[src/rtl/bp_pkg.sv]
// Shared branch predictor types: BTB entry kinds, per-entry state bits and counter helpers.
// Tag and target widths depend on module parameters, so they are stored beside bp_entry_t.
package bp_pkg;

  typedef enum logic [1:0] {
    BP_BR  = 2'd0,
    BP_JMP = 2'd1,
    BP_RET = 2'd2
  } bp_kind_e;

  typedef struct packed {
    logic       valid;
    logic [1:0] ctr;
    bp_kind_e   kind;
  } bp_entry_t;

  localparam logic [1:0] CTR_WEAK_T   = 2'b10;
  localparam logic [1:0] CTR_STRONG_T = 2'b11;

  // Saturating 2-bit counter step: 3 stays 3 when taken, 0 stays 0 when not taken.
  function automatic logic [1:0] ctr_next(input logic [1:0] ctr, input logic taken);
    logic [1:0] nxt;
    nxt = ctr;
    if (taken) begin
      if (ctr != 2'b11) nxt = ctr + 2'd1;
    end else begin
      if (ctr != 2'b00) nxt = ctr - 2'd1;
    end
    return nxt;
  endfunction

endpackage

[src/rtl/bp_ras.sv]
// Return-address stack: circular storage with a saturating occupancy count.
// Only compiled when BP_RAS_EN is defined; a push when full overwrites the oldest entry.
`ifdef BP_RAS_EN
module bp_ras #(
  parameter int WIDTH = 32,
  parameter int DEPTH = 8
) (
  input  logic             clk,
  input  logic             rst,
  input  logic             push_i,
  input  logic             pop_i,
  input  logic [WIDTH-1:0] push_data_i,
  output logic [WIDTH-1:0] top_o,
  output logic             valid_o
);
  localparam int PW = $clog2(DEPTH);
  localparam logic [PW:0] FULL = (PW+1)'(DEPTH);

  logic [WIDTH-1:0] stack_q [DEPTH];
  logic [PW-1:0]    ptr_q, ptr_d, pop_ptr;
  logic [PW:0]      count_q, count_d, pop_count;

  // Pop is applied first, so a simultaneous pop+push replaces the top entry.
  always_comb begin
    pop_ptr   = ptr_q;
    pop_count = count_q;
    if (pop_i && (count_q != '0)) begin
      pop_ptr   = ptr_q - PW'(1);
      pop_count = count_q - (PW+1)'(1);
    end
    ptr_d   = pop_ptr;
    count_d = pop_count;
    if (push_i) begin
      ptr_d = pop_ptr + PW'(1);
      if (pop_count != FULL) count_d = pop_count + (PW+1)'(1);
    end
  end

  always_ff @(posedge clk) begin
    if (rst) begin
      ptr_q   <= '0;
      count_q <= '0;
    end else begin
      ptr_q   <= ptr_d;
      count_q <= count_d;
      if (push_i) stack_q[pop_ptr] <= push_data_i;
    end
  end

  assign top_o   = stack_q[ptr_q - PW'(1)];
  assign valid_o = (count_q != '0);

endmodule
`endif

[src/rtl/branch_predictor.sv]
// Dynamic branch predictor: direct-mapped BTB with 2-bit saturating counters.
// Define BP_RAS_EN to add a return-address stack that supplies targets for RET entries.
module branch_predictor
  import bp_pkg::*;
#(
  parameter int WIDTH     = 32,
  parameter int ENTRIES   = 64,
  parameter int TAG_BITS  = 8,
  parameter int RAS_DEPTH = 8
) (
  input  logic             clk,
  input  logic             rst,
  input  logic [WIDTH-1:0] pc_f,
  output logic             pred_taken_f,
  output logic [WIDTH-1:0] pred_target_f,
  input  logic             update_valid_e,
  input  logic [WIDTH-1:0] pc_e,
  input  logic [WIDTH-1:0] pc_plus4_e,
  input  logic             branch_e,
  input  logic             jump_e,
  input  logic             jalr_e,
  input  logic             taken_e,
  input  logic [WIDTH-1:0] target_e,
  input  logic             is_call_e,
  input  logic             is_ret_e,
  input  logic             pred_taken_e,
  input  logic [WIDTH-1:0] pred_target_e,
  output logic             mispredict_e,
  output logic [WIDTH-1:0] redirect_pc_e
);
  localparam int IDX = $clog2(ENTRIES);

  bp_entry_t           meta_q   [ENTRIES];
  logic [TAG_BITS-1:0] tag_q    [ENTRIES];
  logic [WIDTH-1:0]    target_q [ENTRIES];

  logic [IDX-1:0]      idx_f, idx_e;
  logic [TAG_BITS-1:0] tag_f, tag_e;
  bp_entry_t           meta_f, meta_e;
  logic                hit_f, hit_e;
  bp_entry_t           wr_meta_d;
  logic                wr_en_d, wr_target_en_d;
  logic                unused_bits;

  assign idx_f  = pc_f[IDX+1:2];
  assign tag_f  = pc_f[TAG_BITS+IDX+1:IDX+2];
  assign idx_e  = pc_e[IDX+1:2];
  assign tag_e  = pc_e[TAG_BITS+IDX+1:IDX+2];
  assign meta_f = meta_q[idx_f];
  assign meta_e = meta_q[idx_e];
  assign hit_f  = meta_f.valid && (tag_q[idx_f] == tag_f);
  assign hit_e  = meta_e.valid && (tag_q[idx_e] == tag_e);

`ifdef BP_RAS_EN
  logic             ras_valid;
  logic [WIDTH-1:0] ras_top;

  bp_ras #(
    .WIDTH(WIDTH),
    .DEPTH(RAS_DEPTH)
  ) u_ras (
    .clk        (clk),
    .rst        (rst),
    .push_i     (update_valid_e && is_call_e),
    .pop_i      (update_valid_e && is_ret_e),
    .push_data_i(pc_plus4_e),
    .top_o      (ras_top),
    .valid_o    (ras_valid)
  );
`else
  localparam int unused_ras_depth = RAS_DEPTH;
`endif

  assign unused_bits = ^{pc_f, pc_e, jalr_e, is_call_e, is_ret_e};

  // Fetch lookup sees the table as it was before this cycle's update.
  always_comb begin
    pred_taken_f  = 1'b0;
    pred_target_f = '0;
    if (hit_f) begin
      pred_taken_f  = (meta_f.kind != BP_BR) || meta_f.ctr[1];
      pred_target_f = target_q[idx_f];
`ifdef BP_RAS_EN
      if ((meta_f.kind == BP_RET) && ras_valid) pred_target_f = ras_top;
`endif
    end
  end

  assign mispredict_e  = update_valid_e &&
                         ((pred_taken_e != taken_e) || (taken_e && (pred_target_e != target_e)));
  assign redirect_pc_e = !update_valid_e ? '0 : (taken_e ? target_e : pc_plus4_e);

  // A hit on a non-control instruction is an alias and gets evicted.
  always_comb begin
    wr_en_d        = 1'b0;
    wr_target_en_d = 1'b0;
    wr_meta_d      = meta_e;
    if (update_valid_e) begin
      if (branch_e) begin
        if (hit_e) begin
          wr_en_d        = 1'b1;
          wr_target_en_d = taken_e;
          wr_meta_d.ctr  = ctr_next(meta_e.ctr, taken_e);
        end else if (taken_e) begin
          wr_en_d        = 1'b1;
          wr_target_en_d = 1'b1;
          wr_meta_d      = '{valid: 1'b1, ctr: CTR_WEAK_T, kind: BP_BR};
        end
      end else if (jump_e) begin
        wr_en_d        = 1'b1;
        wr_target_en_d = 1'b1;
`ifdef BP_RAS_EN
        wr_meta_d      = '{valid: 1'b1, ctr: CTR_STRONG_T, kind: (is_ret_e ? BP_RET : BP_JMP)};
`else
        wr_meta_d      = '{valid: 1'b1, ctr: CTR_STRONG_T, kind: BP_JMP};
`endif
      end else if (hit_e) begin
        wr_en_d         = 1'b1;
        wr_meta_d.valid = 1'b0;
      end
    end
  end

  always_ff @(posedge clk) begin
    if (rst) begin
      for (int i = 0; i < ENTRIES; i++) meta_q[i].valid <= 1'b0;
    end else if (wr_en_d) begin
      meta_q[idx_e] <= wr_meta_d;
      tag_q[idx_e]  <= tag_e;
      if (wr_target_en_d) target_q[idx_e] <= target_e;
    end
  end

endmodule

[config.mk]
export PLATFORM = sky130hd
export DESIGN_NAME = branch_predictor
export DESIGN_NICKNAME = d
export VERILOG_FILES = /design/src/rtl/bp_pkg.sv /design/src/rtl/bp_ras.sv /design/src/rtl/branch_predictor.sv
export SDC_FILE = /design/constraint.sdc
export NUM_CORES = 2
export LEC_CHECK = 0
export CAP_MARGIN = 20
export CORE_MARGIN = 3
export CORE_UTILIZATION = 47
export DETAILED_ROUTE_END_ITERATION = 6
export PLACE_DENSITY = 0.75
export SYNTH_ARGS = -nofsm -noshare
export SYNTH_HDL_FRONTEND = slang
export SYNTH_SLANG_ARGS = --single-unit
[constraint.sdc]
create_clock -name clk -period 7.1 [get_ports clk]
set_input_delay 1.42 -clock clk [delete_from_list [all_inputs] [get_ports clk]]
set_output_delay 1.42 -clock clk [all_outputs]
set_load 0.05 [all_outputs]
Word-level counts from Yosys, hierarchy flattened
Memories as Yosys holds them, arrays and structs flattened.
Index checks and enable logic that the tools add are counted.

cells by class
  add/subtract/negate cells = 2
  multiply operators = 0
  div/mod/pow operators = 0
  magnitude comparators = 0
  eq/ne operators = 5
  shift operators = 0
  muxes and demuxes = 38
  bitwise logic cells = 0
  reductions and logical operators = 9

operators by type and width
  kind                 count
  $mux 32              3
  $ne 32x32->1         1
  $mux 1               23
  $mux 5               4
  $eq 8x8->1           2
  $mux 2               6
  $mux 6               1
  $reduce_or 5->1      1
  $logic_and 1x1->1    4
  $mux 4               1
  $reduce_bool 2->1    2
  $add 2x1->2 const B  1
  $logic_or 1x1->1     2
  $ne 2x2->1 const B   1
  $sub 2x1->2 const B  1
  $ne 1x1->1           1

storage, ports and cells
  register bits after elaboration = 0
  latch bits = 0
  bits in writable memories = 2880
  memory bits (read-only) = 0
  bits of input ports = 170
  output and inout port bits = 66
  word-level logic and storage cells = 57
  memories kept = 3

memories
  memory    depth  width  rd ports  clocked after memory_dff  wr ports  RTL line                source
  target_q  64     32     1         0                         1         branch_predictor.sv:35  logic [WIDTH-1:0] target_q [ENTRIES];
  tag_q     64     8      2         0                         1         branch_predictor.sv:34  logic [TAG_BITS-1:0] tag_q [ENTRIES];
  meta_q    64     5      2         0                         64        branch_predictor.sv:33  bp_entry_t meta_q [ENTRIES];

Longest topological paths before layout
An unclocked memory read counts as a cell.

  word-level depth = 12
  gate-level depth with buffers = 16
  depth with buffers taken out = 9

Worst setup path before layout
OpenSTA, ideal clock, no wires.

  kind = input to output
  start point = in pc_f[2]
  end point = out pred_target_f[0]
  arrival = 5.792 ns
  required time = 5.680 ns
  setup slack = -0.112 ns
  cell stages on the path = 12
  buffers on the path = 5
  path through = clkbuf_1 -> buf_2 -> buf_2 -> buf_1 -> mux4_2 -> mux4_2 -> a211oi_1 -> a21oi_1 -> xnor2_1 -> nand4_1 -> clkbuf_1 -> a211oi_1

on the way
  cells in the longest elaborated chain, start to end = 4
  elaborated cells between the ends (all ways) = 6
  classes of those cells = 1 x eq/ne; 1 x mux; 1 x reduce/logical; 3 x memory

RTL lines
  item               RTL line                source
  from (decl)        branch_predictor.sv:13  input logic [WIDTH-1:0] pc_f,
  $mem_v2 64x8       --
  $eq 8x8->1         branch_predictor.sv:51  assign hit_f = meta_f.valid && (tag_q[idx_f] == tag_f);
  $logic_and 1x1->1  branch_predictor.sv:51
  $mux 32 *          branch_predictor.sv:80  if (hit_f) begin
  to (decl)          branch_predictor.sv:15  output logic [WIDTH-1:0] pred_target_f,

Every way passes the cells marked *; elsewhere a longest branch is shown, timed or not.

Final worst setup path
  start point = in pc_f[3]
  end point = out pred_target_f[18]

Same word-level chain as after synthesis.

==> summary.txt <==
Outcome
  – Status: completed

Logic synthesis
  – Synth Cell Area: 118000 µm²
  – Avg Cell Area, Syn: 21.0 µm²
  – Unique masters post-synth: 61
  – Syn nets: 5808
  – Synthesis-stage register bit count: 2880
  – Dominant cell by count in the synthesized netlist: edfxtp_1
  – Mapped Cells: 5638
  – Top FF cell, synth: edfxtp_1
  – Synthesis Warnings: 0
  – Seq/Total Area, Yosys: 73.0%
  – Share of the synthesized area in the top cell type: 73.0%
  – Area leader, netlist: edfxtp_1
  – Number of synthesized flops with an enable pin: 2880
  – Top cells by count, synth: 2880 x edfxtp_1, 857 x mux4_2, 234 x clkbuf_1
  – Synth area leaders: edfxtp_1 73%, mux4_2 16%, mux2i_1 1.6%
  – Post-synth ARST share: 0%

Pwr
  – Switching power total: 0.00784 W
  – Clock group share of total power: 41.5%
  – Switching Share: 21.7%
  – Leak pwr: 42.8 nW
  – PD cells: 263 nW/µm²
  – Comb pwr share: 6.5%
  – Max VDD drop: 226 µV
  – Sequential Power Share: 52.0%
  – Int Pwr: 0.0283 W

Placed design
  – Placer congestion estimate: 0.951
  – Buffers on Ports: 196
  – Dpl hpwl: 199000 µm
  – Cells after DPL: 9194

Setup path
  – Worst Path Max Fanout: 92
  – R2R Path End: meta_q[58][2]
  – CP startpoint kind: input port
  – R2R Path Start: tag_q[53][6]
  – WP data arrival: 5.53 ns
  – Kind of critical path: input port to output pin
  – CP Capture Type: output pin
  – Critical Path RT: 5.68 ns
  – Reg2reg path depth: 12
  – Flop-to-flop setup slack: 2.17 ns

STA
  – Layout Skew: 0.0859 ns
  – Final Cycle Share: 97.9%
  – Hold WS: 0.791 ns
  – Slew HR: 23.0%
  – Total negative slack: 0 ns
  – Final slew viol count: 0
  – Slew of the pin with the lowest slew margin: 1.15 ns
  – Final setup fails: 0
  – Final Hold Vio Count: 0
  – Min Tclk post-route: 6.95 ns
  – Achievable frequency: 144 MHz
  – RSZ-0062 raised after global routing: false

Floorplanning
  – Rows: 183
  – Core area: 250000 µm²
  – Num ports: 236
  – Die ar.: 258000 µm²
  – Initial Utilization: 47.5%
  – Die width: 508 µm
  – Die Ht: 508 µm

Clock tree
  – CTS tree: done
  – Clk Latency, worst-skew pair: 0.97 ns
  – H-Tree Depth: 5
  – Clock sinks: 2880
  – CTS Root Cell: clkbuf_16
  – Worst-path clk slew: 0.06 ns
  – Post-CTS Hold Buffers: 0
  – CTS Buffer Depth: 4
  – CTS buffer count: 301

GRT
  – Gr ovfl total: 0
  – Total GRT Usage: 27.4%
  – Pin count of the biggest net entering global routing: 139
  – Vias in the first global route: 67278
  – Initial antenna violation count: 13
  – First-pass GRT wire length: 501000 µm

Route
  – DR DRC count: 0
  – Final ANT Viol Nets: 0
  – Wire length per cell: 36.6 µm
  – DR pass1 iterations: 6
  – Via count: 67153
  – Iter 0 DRT Violations: 10635
  – Final wirelength: 356000 µm
  – Vias per cell: 6.91

Hold path
  – Worst Hold Launch: pc_e[14]
  – Hold/Removal Path Class: input port to register
  – Hold Path End: tag_q[22][6]
  – Hold Path Stages: 1

Finish
  – NumNets Final: 6343
  – Post-Layout Cell Count: 9717
  – Layout cells sized above 1: 31.1%
  – Core Util, Final: 55.1%
  – Layout area overhead: 16.1%

Run
  – Max-cap viol count: 0
[through the flow]
stage               total power (W)  setup WS, ns  area (µm²)
floorplan                    0.0205        -0.112      118000
global route                 0.0370        0.0733      137000
CTS                          0.0363         0.101      137000
detailed placement           0.0215       -0.0312      128000
global placement             0.0214       -0.0184      128000
finish                       0.0362         0.147      137000
[sequential cells by signal (all words and copies together) (netlist names)]
signal	count
meta_q	320
target_q	2048
tag_q	512
[per-layer routing]
layer | vias to the layer above | routed length [µm] | GRT usage [%]
met1 | 34746 | 121000 | 36.1
met4 | 10 | 20700 | 13.3
met3 | 1116 | 48000 | 7.42
li1 | 25452 | - | -
met5 | - | 72 | 0
met2 | 5829 | 166000 | 42.4
[power by group through the flow]
stage	combinational [W]	sequential, W	clock (W)
detailed placement	0.00229	0.0192	0
floorplan	0.00127	0.0192	0
finish	0.00236	0.0188	0.0150
global placement	0.00225	0.0192	0
CTS	0.00232	0.0188	0.0151
global route	0.00245	0.0188	0.0158
[critical path, cell delays in order]
cell and delay [ns]:
buf_8 0.71, mux4_2 0.43, mux4_2 0.48, mux2i_1 0.25, buf_4 0.16, nor2_1 0.08
a21oi_1 0.25, xnor2_1 0.09, nor4_1 0.28, nand4_1 0.34, buf_12 0.33, a211oi_1 0.31
buf_4 0.19, buf_12 0.13
[layout make-up]
type,instances,area [µm²]
Fill cell,17983,112000
Sequential cell,2880,86500
Multi-Input combinational cell,2303,30700
Clock buffer,363,7850
Timing Repair Buffer,655,6910
Tap cell,3330,4170
Clock inverter,149,1280
Inverter,32,120
Antenna cell,5,12.5
[logic make-up after synthesis]
family | count (synthesis) | share of synthesized area [%]
DFF | 2880 | 73.0
muxes | 1066 | 18.1
AOI/OAI and AO/OA | 746 | 5.01
buffers and inverters | 455 | 1.62
and+or+nand+nor | 449 | 1.93
xor gates and xnor gates | 41 | 0.303
adders and majority gates | 1 | 0.00845
[what timing repair did]
action | CTS | global route
gates resized for setup | 0 | 1
setup buffers | 0 | 0
setup endpoints to repair | 0 | 1
[placed cells by master (no fill, tap or decap), types with 31 or more instances in the layout]
master / instances
a211oi_1: 107
a211oi_2: 64
a21oi_1: 59
a221oi_1: 104
a22oi_1: 66
a31oi_1: 37
buf_12: 138
buf_2: 43
buf_4: 355
clkbuf_1: 58
clkbuf_16: 305
clkdlybuf4s50_1: 111
clkinv_1: 60
clkinv_2: 51
edfxtp_1: 2880
mux2i_1: 186
mux4_2: 857
nand2_1: 50
nor2_1: 85
nor2_4: 65
nor2b_1: 86
nor3_1: 39
nor4_1: 42
o22a_1: 40
o22ai_1: 31
o31ai_1: 77
[worst max path at each step]
stage	from	cells past startpoint	end
6_report	pc_f[3]	14	pred_target_f[18]
5_1_grt	pc_f[3]	14	pred_target_f[0]
4_1_cts	pc_f[2]	12	pred_target_f[18]
3_5_place_dp	pc_e[2]	16	meta_q[58][3]
3_3_place_gp	pc_e[2]	16	tag_q[58][5]
2_1_floorplan	pc_f[2]	12	pred_target_f[0]
(Power assumes the default switching activity.)
